**config.mk**
```make
export PLATFORM = sky130hd
export DESIGN_NAME = light_pattern_gen
export DESIGN_NICKNAME = d
export VERILOG_FILES = /design/src/rtl/light_pkg.sv /design/src/rtl/light_pattern_gen_phase_timer.sv /design/src/rtl/light_pattern_gen.sv
export SDC_FILE = /design/constraint.sdc
export NUM_CORES = 1
export LEC_CHECK = 0
export CAP_MARGIN = 20
export CELL_PAD_IN_SITES_DETAIL_PLACEMENT = 1
export CELL_PAD_IN_SITES_GLOBAL_PLACEMENT = 2
export CORE_ASPECT_RATIO = 0.7
export CORE_MARGIN = 2
export CORE_UTILIZATION = 32
export CTS_BUF_LIST = sky130_fd_sc_hd__clkbuf_4 sky130_fd_sc_hd__clkbuf_8 sky130_fd_sc_hd__clkbuf_16
export DETAILED_ROUTE_END_ITERATION = 6
export MAX_ROUTING_LAYER = met4
export PLACE_DENSITY = 0.83
export SYNTH_ARGS = -nofsm -noshare
export SYNTH_HDL_FRONTEND = slang
export SYNTH_HIERARCHICAL = 1
export SYNTH_SLANG_ARGS = --single-unit
```
**constraint.sdc**
```tcl
create_clock -name clock -period 2.9 [get_ports clock]
set_input_delay 0.58 -clock clock [delete_from_list [all_inputs] [get_ports clock]]
set_output_delay 0.58 -clock clock [all_outputs]
set_load 0.01 [all_outputs]
```
**src/rtl/light_pkg.sv**
```systemverilog
`default_nettype none
// light_pkg: phase encoding, lamp decode and default phase lengths shared by
// the light-pattern generator and its consumer.
package light_pkg;

  typedef enum logic [2:0] {
    PH_IDLE    = 3'd0,
    PH_GREEN   = 3'd1,
    PH_YELLOW  = 3'd2,
    PH_RED     = 3'd3,
    PH_DECEIVE = 3'd4
  } phase_e;

  typedef struct packed {
    logic green;
    logic yellow;
    logic red;
  } lamps_t;

  localparam lamps_t LAMPS_OFF     = '{green: 1'b0, yellow: 1'b0, red: 1'b0};
  localparam lamps_t LAMPS_GREEN   = '{green: 1'b1, yellow: 1'b0, red: 1'b0};
  localparam lamps_t LAMPS_YELLOW  = '{green: 1'b0, yellow: 1'b1, red: 1'b0};
  localparam lamps_t LAMPS_RED     = '{green: 1'b0, yellow: 1'b0, red: 1'b1};
  localparam lamps_t LAMPS_DECEIVE = '{green: 1'b1, yellow: 1'b0, red: 1'b1};

  localparam int GREEN_T_DEF   = 40;
  localparam int YELLOW_T_DEF  = 5;
  localparam int RED_T_DEF     = 20;
  localparam int DECEIVE_T_DEF = 3;
  localparam int TIMER_W_DEF   = 6;

  // Legal successor in the GREEN->YELLOW->RED ring; IDLE starts at GREEN.
  function automatic phase_e legal_successor(input phase_e p);
    case (p)
      PH_GREEN:  return PH_YELLOW;
      PH_YELLOW: return PH_RED;
      default:   return PH_GREEN;
    endcase
  endfunction

  function automatic lamps_t lamp_decode(input phase_e p);
    case (p)
      PH_GREEN:   return LAMPS_GREEN;
      PH_YELLOW:  return LAMPS_YELLOW;
      PH_RED:     return LAMPS_RED;
      PH_DECEIVE: return LAMPS_DECEIVE;
      default:    return LAMPS_OFF;
    endcase
  endfunction

endpackage
`default_nettype wire

```
**src/rtl/light_pattern_gen_phase_timer.sv**
```systemverilog
`default_nettype none
// phase_timer: loadable down-counter with hold; stops at zero and flags it.
module phase_timer #(
  parameter int WIDTH = 6
) (
  input  logic             clock,
  input  logic             reset_n,
  input  logic             load,
  input  logic             hold,
  input  logic [WIDTH-1:0] load_value,
  output logic [WIDTH-1:0] count,
  output logic             zero
);

  always_ff @(posedge clock or negedge reset_n) begin
    if (!reset_n) begin
      count <= '0;
    end else if (load) begin
      count <= load_value;
    end else if (!hold && count != '0) begin
      count <= count - 1'b1;
    end
  end

  assign zero = (count == '0);

endmodule
`default_nettype wire

```
**src/rtl/light_pattern_gen.sv**
```systemverilog
`default_nettype none
// light_pattern_gen: drives GREEN->YELLOW->RED lamp lines with programmable
// phase lengths and optional injection of an illegal green+red DECEIVE phase.
module light_pattern_gen
  import light_pkg::*;
#(
  parameter int GREEN_T   = GREEN_T_DEF,
  parameter int YELLOW_T  = YELLOW_T_DEF,
  parameter int RED_T     = RED_T_DEF,
  parameter int DECEIVE_T = DECEIVE_T_DEF,
  parameter int TIMER_W   = TIMER_W_DEF
) (
  input  logic               clock,
  input  logic               reset_n,
  input  logic               enable,
  input  logic               hold,
  input  logic               force_red,
  input  logic               glitch_req,
  output logic               green,
  output logic               yellow,
  output logic               red,
  output logic [2:0]         phase,
  output logic [TIMER_W-1:0] timer,
  output logic               glitch_pending,
  output logic               cycle_done,
  output logic [7:0]         cycle_count
);

  localparam logic [TIMER_W-1:0] GREEN_LD   = TIMER_W'(GREEN_T - 1);
  localparam logic [TIMER_W-1:0] YELLOW_LD  = TIMER_W'(YELLOW_T - 1);
  localparam logic [TIMER_W-1:0] RED_LD     = TIMER_W'(RED_T - 1);
  localparam logic [TIMER_W-1:0] DECEIVE_LD = TIMER_W'(DECEIVE_T - 1);

  phase_e             phase_q, phase_d;
  phase_e             resume_q, resume_d;
  phase_e             succ;
  lamps_t             lamps_q;
  logic               pending_q, pending_d;
  logic               done_q, done_d;
  logic [7:0]         count_q;
  logic               tmr_load, tmr_hold, tmr_zero;
  logic [TIMER_W-1:0] tmr_value;

  function automatic logic [TIMER_W-1:0] load_for(input phase_e p);
    case (p)
      PH_GREEN:   return GREEN_LD;
      PH_YELLOW:  return YELLOW_LD;
      PH_RED:     return RED_LD;
      PH_DECEIVE: return DECEIVE_LD;
      default:    return '0;
    endcase
  endfunction

  phase_timer #(
    .WIDTH(TIMER_W)
  ) u_timer (
    .clock     (clock),
    .reset_n   (reset_n),
    .load      (tmr_load),
    .hold      (tmr_hold),
    .load_value(tmr_value),
    .count     (timer),
    .zero      (tmr_zero)
  );

  always_comb begin
    phase_d   = phase_q;
    resume_d  = resume_q;
    pending_d = pending_q;
    done_d    = 1'b0;
    tmr_load  = 1'b0;
    tmr_hold  = 1'b0;
    tmr_value = '0;
    // A DECEIVE phase resumes with the successor it displaced.
    succ      = (phase_q == PH_DECEIVE) ? resume_q : legal_successor(phase_q);

    if (!enable) begin
      phase_d   = PH_IDLE;
      pending_d = 1'b0;
      tmr_load  = 1'b1;
    end else if (phase_q == PH_IDLE) begin
      if (!hold) begin
        phase_d   = PH_GREEN;
        tmr_load  = 1'b1;
        tmr_value = GREEN_LD;
      end
    end else if (force_red) begin
      phase_d   = PH_RED;
      pending_d = 1'b0;
      tmr_load  = 1'b1;
      tmr_value = RED_LD;
    end else if (hold) begin
      tmr_hold  = 1'b1;
      pending_d = pending_q | glitch_req;
    end else if (tmr_zero) begin
      if (pending_q) begin
        phase_d  = PH_DECEIVE;
        resume_d = succ;
      end else begin
        phase_d = succ;
      end
      // A request landing on the boundary only queues for the next one.
      pending_d = pending_q ? 1'b0 : glitch_req;
      tmr_load  = 1'b1;
      tmr_value = load_for(phase_d);
      done_d    = (phase_d == PH_GREEN);
    end else begin
      pending_d = pending_q | glitch_req;
    end
  end

  always_ff @(posedge clock or negedge reset_n) begin
    if (!reset_n) begin
      phase_q   <= PH_IDLE;
      resume_q  <= PH_GREEN;
      lamps_q   <= LAMPS_OFF;
      pending_q <= 1'b0;
      done_q    <= 1'b0;
      count_q   <= 8'd0;
    end else begin
      phase_q   <= phase_d;
      resume_q  <= resume_d;
      lamps_q   <= lamp_decode(phase_d);
      pending_q <= pending_d;
      done_q    <= done_d;
      count_q   <= count_q + {7'd0, done_d};
    end
  end

  assign green          = lamps_q.green;
  assign yellow         = lamps_q.yellow;
  assign red            = lamps_q.red;
  assign phase          = phase_q;
  assign glitch_pending = pending_q;
  assign cycle_done     = done_q;
  assign cycle_count    = count_q;

endmodule
`default_nettype wire

```
Word level (Yosys, flattened, before mapping)
Index checks and enable logic that the tools add are counted.
W data, S select, Z words.
{"block": "word_totals", "input_bits": 6, "latchBits": 0, "elab_cells": 79, "out_inout_bits": 22, "mem_count": 0, "register_bits": 25, "mem_bits_rw": 0, "rom_bits": 0}
{"block": "op_classes", "bitwise_logic": 4, "n_eq_ne": 12, "n_addsub": 2, "reduce_logical": 7, "n_lt_le_gt_ge": 0, "mul": 0, "n_shift": 0, "n_mux": 45, "div": 0}
{"operator": "$mux W6", "count": 8}
{"operator": "$mux W3", "count": 13}
{"operator": "$pmux W6 S4", "count": 1}
{"operator": "$mux W1", "count": 21}
{"operator": "$eq A3 B2 Y1 const B", "count": 5}
{"operator": "$pmux W3 S4", "count": 1}
{"operator": "$eq A3 B1 Y1 const B", "count": 3}
{"operator": "$eq A3 B3 Y1 const B", "count": 3}
{"operator": "$add A8 B1 Y8", "count": 1}
{"operator": "$logic_not A6 Y1", "count": 1}
{"operator": "$reduce_and A6 Y1", "count": 1}
{"operator": "$reduce_bool A6 Y1", "count": 1}
{"operator": "$sub A6 B1 Y6 const B", "count": 1}
{"operator": "$pmux W2 S2", "count": 1}
{"operator": "$logic_not A3 Y1", "count": 1}
{"operator": "$not A1 Y1", "count": 3}
{"operator": "$ne A2 B2 Y1 const B", "count": 1}
{"operator": "$reduce_bool A2 Y1", "count": 1}
{"operator": "$logic_and A1 B1 Y1", "count": 1}
{"operator": "$logic_not A1 Y1", "count": 1}
{"operator": "$or A1 B1 Y1", "count": 1}

Depth between registers and ports, before layout
Gate-level depths: netlist of the first run.
{"block": "logic_depth", "ltp_word": 17, "ltp_mapped": 12, "ltp_nobuf": 12}

Hierarchy
Netlist of the first run, hierarchy kept.
{"module": "light_pattern_gen", "cells_per_inst": 108, "instances": 1, "area_each_um2": 1093.5, "seq_area_each_um2": 476.7}
{"module": "phase_timer", "cells_per_inst": 49, "instances": 1, "area_each_um2": 425.4, "seq_area_each_um2": 150.1}

Worst setup path before layout of the first run
OpenSTA, ideal clock, no wires.
{"block": "synth_timing", "path_kind": "flip-flop to flip-flop", "start": "register u_timer.count[4]", "end": "register count_q[7] (netlist: cycle_count[7])", "t_arrival_ps": 2512, "setup_time_ps": 124, "stages_incl_launch_ff": 11, "path_slack_ps": 264, "n_path_buf": 0, "synth_period_minus_slack_ps": 2636, "required_ps": 2776, "path_cell_list": "dfrtp_1 -> or3_1 -> nor2_1 -> nand2b_4 -> nor3_1 -> and4bb_1 -> ha_1 -> and3_1 -> nand3_1 -> or2_2 -> xnor2_1"}
{"block": "synth_via", "elab_chain_len": 7}
{"element": "from (decl)", "line": "light_pattern_gen_phase_timer.sv:11", "source": "output logic [WIDTH-1:0] count,"}
{"element": "from (signal assigned)", "line": "light_pattern_gen_phase_timer.sv:19", "source": "count <= load_value;"}
{"element": "from (signal assigned)", "line": "light_pattern_gen_phase_timer.sv:21", "source": "count <= count - 1'b1;"}
{"element": "$logic_not A6 Y1", "line": "light_pattern_gen_phase_timer.sv:25", "source": "assign zero = (count == '0);"}
{"element": "named net tmr_zero", "line": "light_pattern_gen.sv:41", "source": "logic tmr_load, tmr_hold, tmr_zero;"}
{"element": "$mux W1", "line": "light_pattern_gen.sv:95", "source": "end else if (tmr_zero) begin"}
{"element": "$mux W1", "line": "light_pattern_gen.sv:92", "source": "end else if (hold) begin"}
{"element": "$mux W1", "line": "light_pattern_gen.sv:87", "source": "end else if (force_red) begin"}
{"element": "$mux W1", "line": "light_pattern_gen.sv:81", "source": "end else if (phase_q == PH_IDLE) begin"}
{"element": "$mux W1", "line": "light_pattern_gen.sv:77", "source": "if (!enable) begin"}
{"element": "named net done_d", "line": "light_pattern_gen.sv:39", "source": "logic done_q, done_d;"}
{"element": "$add A8 B1 Y8", "line": "light_pattern_gen.sv:126", "source": "count_q <= count_q + {7'd0, done_d};"}
{"element": "to (signal assigned)", "line": "light_pattern_gen.sv:126"}
{"element": "to (decl)", "line": "light_pattern_gen.sv:40", "source": "logic [7:0] count_q;"}
The timed path passes the listed nets, and every way through them passes these cells.
A chain may end at the register's enable or synchronous reset.

Worst setup path in the final report of the first run
{"block": "layout_timing", "start": "register u_timer.count[0]", "end": "register count_q[7] (netlist: cycle_count[7])"}
Same word-level chain as after synthesis.

==> results of run 1 <==
[state kept, by name, indices dropped and copies added, names as in the netlist]
name and cells:
phase 3, red 1, resume_q 3, u_timer/count 6
cycle_count 8, glitch_pending 1, yellow 1, cycle_done 1
green 1
[final cells by class]
| class | count | area [µm²] | area share [%] |
|---|---|---|---|
| Multi-Input combinational cell | 117 | 833 | 42.3 |
| Sequential cell | 25 | 627 | 31.8 |
| Timing Repair Buffer | 39 | 360 | 18.3 |
| Tap cell | 55 | 68.8 | 3.50 |
| Clock buffer | 3 | 41.3 | 2.10 |
| Inverter | 8 | 30.0 | 1.53 |
| Clock inverter | 1 | 7.51 | 0.381 |
[metal layers]
metal	share of wire, %	wire length (µm)
met1	51	2270
met2	46	2040
met3	1.8	80
met4	0.95	42
met5	0	0
[metrics by stage]
step / area, µm² / util [%] / setup WS [ns] / hold WS, ns
global route: 1970 / 44.2 / 0.0130 / 0.529
detailed placement: 1900 / 42.8 / 0.000616 / 0.473
finish: 1970 / 44.2 / 0.158 / 0.489
global placement: 1900 / 42.8 / 0.164 / 0.469
floorplan: 1520 / - / 0.264 / 0.284
CTS: 1960 / 43.9 / 0.00423 / 0.493
[report_power, final]
part	switching (W)	total [W]	internal, W
logic	0.000199	0.000364	0.000164
registers	0.0000251	0.000403	0.000378
clock network	0.000121	0.000219	0.0000976
[worst max path at each step]
stage,slack [ns],start,cells after the start,to
global route,0.01,u_timer/count[1],12,cycle_count[7]
global placement,0.16,hold,9,cycle_count[7]
CTS,0.004,u_timer/count[0],12,cycle_count[7]
detailed placement,0.0006,u_timer/count[0],12,cycle_count[7]
finish,0.16,u_timer/count[0],12,cycle_count[7]
floorplan,0.26,u_timer/count[4],10,cycle_count[7]
[worst max-delay path, cell delays in order, from the launching register on]
cell and delay [ns]:
dfrtp_1 0.39, inv_1 0.10, ha_1 0.23, nand2b_1 0.18, nor2_4 0.18, nand2b_4 0.11
nor3_2 0.22, and4bb_2 0.30, ha_2 0.21, and3_1 0.16, nand3_1 0.11, or2_2 0.32
xnor2_1 0.12
[cells in the final DEF (no fill, tap or decap), types with 3 or more instances in the layout]
master,netlist,layout
a21oi_1,8,8
and3_1,3,3
buf_4,2,12
clkbuf_8,0,3
clkdlybuf4s50_1,0,27
dfrtp_1,24,24
ha_1,4,3
inv_1,7,7
nand2_1,8,8
nand2b_1,6,6
nand3_1,6,6
nor2_1,14,13
nor2b_1,5,5
nor3_1,4,3
nor3_2,2,3
nor3b_1,4,4
o211ai_1,3,3
o21ai_0,3,3
o41ai_1,3,3
or3_1,3,3
xnor2_1,5,5
xor2_1,3,3
[logic make-up after synthesis]
logic type | Yosys count
buffers and inverters | 15
multiplexers | 2
flip-flops | 25
AND/OR/NAND/NOR | 62
other | 1
adder cells (fa/ha/maj) | 4
XOR/XNOR | 8
AO/OA/AOI/OAI | 40
[repair_timing]
action | in CTS | in global routing
gates resized for setup | 1 | 4
pin swaps | 0 | 0
endpoints found under the setup margin | 1 | 2
endpoints found under the hold margin | 0 | 0
gates cloned | 0 | 0
==> metrics.txt, run 1 <==
remaining global-route overflow 0; top_reg_cell synth dfrtp_1; Post-synth top cells 24 x dfrtp_1, 14 x nor2_1, 8 x a21oi_1, 8 x nand2_1, 7 x inv_1; die area around 5300 µm²; first-pass GRT wire length approximately 7.4 mm; leading area contributor after synthesis dfrtp_1; Slew Limit Headroom 52.3%; unrepaired setup endpoints after global routing false; row count 20; Iter 0 DRT Violations 52; clock latency on the worst-skew pair 0.27 ns; reg2reg setup slack between 0.15 and 0.2 ns; XOR/XNOR Fraction of Synth Area ~4.6%; CTS tree yes; Crit Path Class reg2reg; Worst Setup Start Kind register; Final min period roughly 2.7 ns; Final GP Congestion 0.925; Global Route met2 Usage between 20 and 30%; Die Wd around 86 µm; Inst Count DP 244; Worst EP arrival 2.91 ns; nets between 200 and 250; share of the synthesized area in the top cell type about 40%; Final Hold Viols 0; clk sinks 25; layout cells sized above 1 between 10% and 20%; largest family of logic cells by synthesized area simple AND/OR/NAND/NOR gates; Post-Syn Area 1520 µm²; f_max around 360 MHz; Post-synth EDFFs 0; Fill cells around 530; quantity of I/O buffers inserted on ports 27; max-cap viol count 0; met3 Usage GRT under 10%; Synth Register Bits 25; Worst Setup End Kind register; hold crit path type reg2reg; DRC violations left 0; CTS clk-pin slew, worst paths 0.09 ns; top cells by area, synth dfrtp_1 40%, nor2_1 3.5%, ha_1 3.3%; GR peak layer met2; cells after synthesis between 150 and 200; DR pass1 iterations 4; Slew Viols, Final 0; post-DR wirelength/cell approximately 18 µm; most frequent cell after synthesis dfrtp_1; Syn Area/Cell 9.67 µm²; antenna violations before repair 0; Max VDD drop just over 0.2 mV; vias per std cell roughly 5.5; WHS Endpoint cycle_count[7]; Worst Tran Pin Value about 0.7 ns; Sum Neg Setup Slack 0 ns; period utilization between 90% and 100%; # diodes 0; DRT antenna net count 0; TritonCTS buffer count 3; reg2reg path depth 12; # setup viols final 0; vias in the first global route between 1000 and 1500; Synth Area in Compound Gates about 21%; largest net degree at the start of global routing 16; # hold bufs at CTS 0; simple-gate share of the synthesized area 23.8%; syn nets ~170; CP Data Required Time just over 3 ns; # Post-CTS Setup Buffers 0; reg2reg start u_timer/count[0]; Netlist cell types 52; PnR Total Power a little under 0.001 W; post-synthesis mux area share under 10%; worst-case clock buffer depth 2; DIE HEIGHT slightly above 60 µm; sequential fraction of the synthesis area approximately two fifths; H-tree Lvls 1; dpl hpwl ~3.4 mm; met1 usage 25.7%; Synth Area in Adders under 10%; pwr dens around 500 nW/µm²; gr usage total a little under a fifth; post-route insts no fill 248; Critical R2R Capture cycle_count[7]; Hold Crit Start cycle_count[7]; ys async rst share 100%; I/O pins 28; leakage between 0.8 and 0.9 nW; vias about 1400; yosys warns 6; run status complete, no violations; Crit Path Max Fanout 6; worst hold stages 1; Area Overhead vs Synth 29.6%; clock skew 0.00193 ns; DRT Wirelength 4.43 mm; Starting Density about a third; core box area roughly 4500 µm²; Root Buffer clkbuf_8
Power figures use the tool's default switching activity.
==> run 2, diff against run 1 <==
--- a/config.mk
+++ b/config.mk
@@ -10,4 +10,3 @@
 export CELL_PAD_IN_SITES_GLOBAL_PLACEMENT = 2
-export CORE_ASPECT_RATIO = 0.7
-export CORE_MARGIN = 2
+export CORE_MARGIN = 3
 export CORE_UTILIZATION = 32
==> constraint.sdc (replaced) <==
create_clock -name clock -period 2.9 [get_ports clock]
set_input_delay 0.435 -clock clock [delete_from_list [all_inputs] [get_ports clock]]
set_output_delay 0.435 -clock clock [all_outputs]
set_load 0.01 [all_outputs]
==> metrics.txt, run 2 (synthesized netlist as in run 1, its figures left out) <==
H-tree Lvls 1 (unchanged); largest net degree at the start of global routing 16 (unchanged); leakage 0.845 nW (-0.23%); Crit Path Class reg2reg; first-pass GRT wire length 6.64 mm (-10%); clock latency on the worst-skew pair 0.27 ns (about the same); DIE HEIGHT 74.9 µm (+21%); Sum Neg Setup Slack 0 ns (unchanged); clk sinks 25 (unchanged); CP Data Required Time 3.11 ns (+0.04 ns); Slew Limit Headroom 52.3% (about the same); CTS tree yes; Final min period 2.73 ns (-0.0106 ns); vias per std cell 5.45 (-1.0%); Sequential Area 627 µm² (unchanged); dpl hpwl 3.13 mm (-7.4%); TritonCTS buffer count 3 (unchanged); vias 1324 (-3.0%); final core occ 43.5% (-0.73 points); sequence of cells on the critical path inv_1, ha_1, nand2b_1, nor2_4, nand2b_4, buf_4, or3_1, a2111oi_0, o21a_1, o22a_1; pwr dens 490 nW/µm² (-2.2%); Final Hold Viols 0 (unchanged); remaining global-route overflow 0 (unchanged); Crit Path Max Fanout 6 (unchanged); period utilization 94.2% (-0.37 points); gr usage total 16.0% (-2.5 points); DR pass1 iterations 4 (unchanged); hold crit path type reg2reg; die area 5610 µm² (+5.4%); CTS clk-pin slew, worst paths 0.09 ns (about the same); footprint of the multi-input gates 831 µm² (-0.30%); Starting Density 33.9% (-0.15 points); reg2reg setup slack 0.17 ns (about the same); pre-CTS setup slack -0.00924 ns (-0.00985 ns); post-DR wirelength/cell 16.7 µm (-6.4%); run status complete, no violations; unrepaired setup endpoints after global routing false; # setup viols final 0 (unchanged); # diodes 0 (unchanged); DRT Wirelength 4.06 mm (-8.3%); Slew Viols, Final 0 (unchanged); Largest register FFs 8 (unchanged); max-cap viol count 0 (unchanged); Max stage delay on crit path 0.60 ns (+0.21 ns); vias in the first global route 1318 (-8.4%); row count 24 (+20%); Slowest-stage cell, CP a2111oi_0; Worst Tran Pin Value 0.714 ns (+0.00166 ns); most common cell after layout, fill and taps aside clkdlybuf4s50_1; Die Wd 74.9 µm (-13%); antenna violations before repair 0 (unchanged); final worst slack 0.169 ns (+0.0106 ns); worst-case clock buffer depth 2 (unchanged); CP top delay family compound AO/OA/AOI/OAI gates; DRC violations left 0 (unchanged); Worst EP arrival 2.94 ns (+0.03 ns); Iter 0 DRT Violations 67 (+29%); Root Buffer clkbuf_8; area post-placement 1890 µm² (-0.99%); Area Overhead vs Synth 28.0%; Max VDD drop 0.218 mV (+5.1%); nets 202 (-0.98%); Fill cells 504 (-4.4%); I/O pins 28 (unchanged); Buf+Inv Stages, Crit Path 2 (+1); commonest non-fill, non-tap cells in the layout 27 x clkdlybuf4s50_1, 24 x dfrtp_1, 13 x nor2_1; f_max 366 MHz (+0.39%); layout cells sized above 1 12.6% (-1.9 points); quantity of I/O buffers inserted on ports 27 (unchanged); Worst Setup Start Kind register; fin area 1940 µm² (-1.2%); Inst Count DP 239 (-2.0%); post-route insts no fill 243 (-2.0%); DRT antenna net count 0 (unchanged); core box area 4470 µm² (+0.45%); Final GP Congestion 0.852 (-7.9%); Worst Setup End Kind register; clock skew 0.00930 ns (+0.00737 ns)
[run 2: routing by layer]
layer  share of wire, %  wire (µm)  up-vias  GRT usage, %
met1                 44       1800      658          20.7
met5                  0          0        -             -
met2                 51       2080       28          26.4
li1                   -          -      634             -
met4               0.71         29        0          2.96
met3                3.9        157        4          3.07
[run 2: power by group]
| group | internal (W) | leakage, nW | switching (W) | total, W |
|---|---|---|---|---|
| clock | 0.0000962 | 0.0255 | 0.000112 | 0.000208 |
| combinational | 0.000156 | 0.486 | 0.000174 | 0.000330 |
| sequential | 0.000378 | 0.333 | 0.0000367 | 0.000414 |
| total | 0.000630 | 0.845 | 0.000322 | 0.000952 |
[run 2: area by class of cell]
class	count	area share (%)
multi-input combinational	117	42.7
tap	52	3.35
clock inverter	1	0.257
clock buffer	3	2.12
sequential	25	32.2
inverter	8	1.54
timing repair buffer	37	17.8
[run 2: final timing paths]
check | start | end | depth (start not counted)
max reg2reg | u_timer/count[1] | u_timer/count[2] | 10
min | cycle_count[7] | cycle_count[7] | 1
min reg2reg | cycle_count[7] | cycle_count[7] | 1
min in group asynchronous | reset_n | phase[1] | 1
max | u_timer/count[1] | u_timer/count[2] | 10
max in group asynchronous | reset_n | cycle_done | 2
[run 2: timing repair]
action | in CTS | in global routing
setup buffers | 0 | 0
hold buffers | 0 | 0
endpoints found under the setup margin | 1 | 3
gates cloned | 0 | 0
resized for setup | 1 | 2
[run 2: stage by stage]
stage / total power, W / hold WS, ns
final: 0.000952 / 0.482
after global routing: 0.00102 / 0.511
after CTS: 0.000962 / 0.496
after detailed placement: 0.000744 / 0.485
after global placement: 0.000735 / 0.465
after floorplan: 0.000601 / 0.139
==> run 3, diff against run 2 <==
CORE_UTILIZATION = 38   (was 32)
CTS_CLUSTER_SIZE = 28   (was not set)
DONT_BUFFER_PORTS = 1   (was not set)
PLACE_DENSITY = 0.81   (was 0.83)
==> metrics.txt, run 3 (synthesized netlist as in run 1, its figures left out) <==
leakage 0.758 nW (-10%); Max stage delay on crit path 0.46 ns (-0.14 ns); CTS clk-pin slew, worst paths 0.09 ns (about the same); remaining global-route overflow 0 (unchanged); Worst Setup End Kind register; dpl hpwl 3.01 mm (-3.9%); final core occ 45.3% (+1.9 points); clock latency on the worst-skew pair 0.28 ns (about the same); DRC violations left 0 (unchanged); quantity of I/O buffers inserted on ports 0 (-100%); Root Buffer clkbuf_8; # setup viols final 0 (unchanged); DIE HEIGHT 69.2 µm (-7.6%); Fill cells 448 (-11%); Area Overhead vs Synth 11.7%; Final GP Congestion 0.822 (-3.6%); CP Data Required Time 3.07 ns (-0.04 ns); first-pass GRT wire length 6.73 mm (+1.5%); Crit Path Class reg2reg; Final min period 2.74 ns (+0.00788 ns); f_max 365 MHz (-0.29%); most common cell after layout, fill and taps aside dfrtp_1; Worst Tran Pin Value 0.583 ns (-0.130 ns); Iter 0 DRT Violations 65 (-3.0%); Final Hold Viols 0 (unchanged); vias 1237 (-6.6%); gr usage total 17.9% (+1.8 points); Largest register FFs 8 (unchanged); I/O pins 28 (unchanged); nets 177 (-12%); H-tree Lvls 1 (unchanged); hold crit path type in2reg; run status complete, no violations; largest net degree at the start of global routing 26 (+10); antenna violations before repair 0 (unchanged); die area 4790 µm² (-15%); layout cells sized above 1 14.5% (+1.9 points); core box area 3740 µm² (-16%); Buf+Inv Stages, Crit Path 0 (-2); DRT Wirelength 4.01 mm (-1.4%); Starting Density 40.6% (+6.6 points); row count 22 (-8.3%); Worst Setup Start Kind register; clock skew 0.00464 ns (-0.00466 ns); reg2reg setup slack 0.16 ns (about the same); DRT antenna net count 0 (unchanged); period utilization 94.4% (+0.27 points); Worst EP arrival 2.91 ns (-0.03 ns); CTS tree yes; vias per std cell 5.78 (+6.1%); TritonCTS buffer count 3 (unchanged); Slew Limit Headroom 60.1% (+7.8 points); post-DR wirelength/cell 18.7 µm (+12%); worst-case clock buffer depth 2 (unchanged); pwr dens 537 nW/µm² (+9.7%); vias in the first global route 1322 (+0.30%); Max VDD drop 0.274 mV (+25%); Crit Path Max Fanout 6 (unchanged); max-cap viol count 0 (unchanged); DR pass1 iterations 4 (unchanged); Sum Neg Setup Slack 0 ns (unchanged); clk sinks 25 (unchanged); commonest non-fill, non-tap cells in the layout 24 x dfrtp_1, 13 x nor2_1, 10 x buf_4; Slowest-stage cell, CP or3_1; # diodes 0 (unchanged); Slew Viols, Final 0 (unchanged); CP top delay family simple AND/OR/NAND/NOR gates; sequence of cells on the critical path or3_1, nor2_4, nand2b_4, nor3_1, and4bb_1, ha_1, and3_1, nand3_1, or2_2, xnor2_1; unrepaired setup endpoints after global routing false; Die Wd 69.2 µm (-7.6%)
==> run 3: repair_timing <==
| item | CTS | global route |
|---|---|---|
| setup buffers | 0 | 0 |
| hold buffers | 2 | 0 |
| resized for setup | 0 | 2 |
| setup endpoints to repair | 0 | 2 |
| hold endpoints to repair | 25 | 0 |
==> run 3: worst paths after layout <==
kind,start,endpoint,depth (start not counted)
min reg2reg,cycle_count[7],cycle_count[7],1
min,force_red,phase[2],1
min in group asynchronous,reset_n,phase[2],2
max reg2reg,u_timer/count[4],cycle_count[7],10
max,u_timer/count[4],cycle_count[7],10
max in group asynchronous,reset_n,resume_q[0],2
==> run 3: per-layer routing <==
layer	wire, µm	global-route usage, %	share of wire [%]	up-vias
li1	-	-	-	588
met1	1760	20.8	44	619
met2	2040	30.3	51	24
met3	143	3.62	3.6	6
met4	66	6.72	1.6	0
met5	0	-	0	-
==> run 3: power by group <==
group | internal [W] | switching (W) | total [W] | leakage, nW
clock | 0.0000978 | 0.000122 | 0.000220 | 0.0217
combinational | 0.000116 | 0.000165 | 0.000281 | 0.404
sequential | 0.000378 | 0.0000332 | 0.000411 | 0.333
total | 0.000591 | 0.000320 | 0.000912 | 0.758
==> run 3: final cells by class <==
type,count,area (µm²),area share [%]
multi-input cells,117,826,48.7
flip-flops and latches,25,627,36.9
repair buffers,12,105,6.19
well taps,48,60.1,3.54
clock buffers,3,41.3,2.43
inverters,8,30.0,1.77
clock inverters,1,7.51,0.442
==> run 3: stage by stage <==
stage,worst slack (ns),cells,total power [W],hold WS [ns],cell area (µm²)
after floorplan,0.264,157,0.000601,0.139,1520
after global placement,0.183,208,0.000671,0.140,1610
after detailed placement,0.0708,208,0.000683,0.140,1610
after CTS,0.0386,214,0.000918,0.207,1690
after global routing,0.0333,214,0.000976,0.190,1700
final,0.161,214,0.000912,0.214,1700
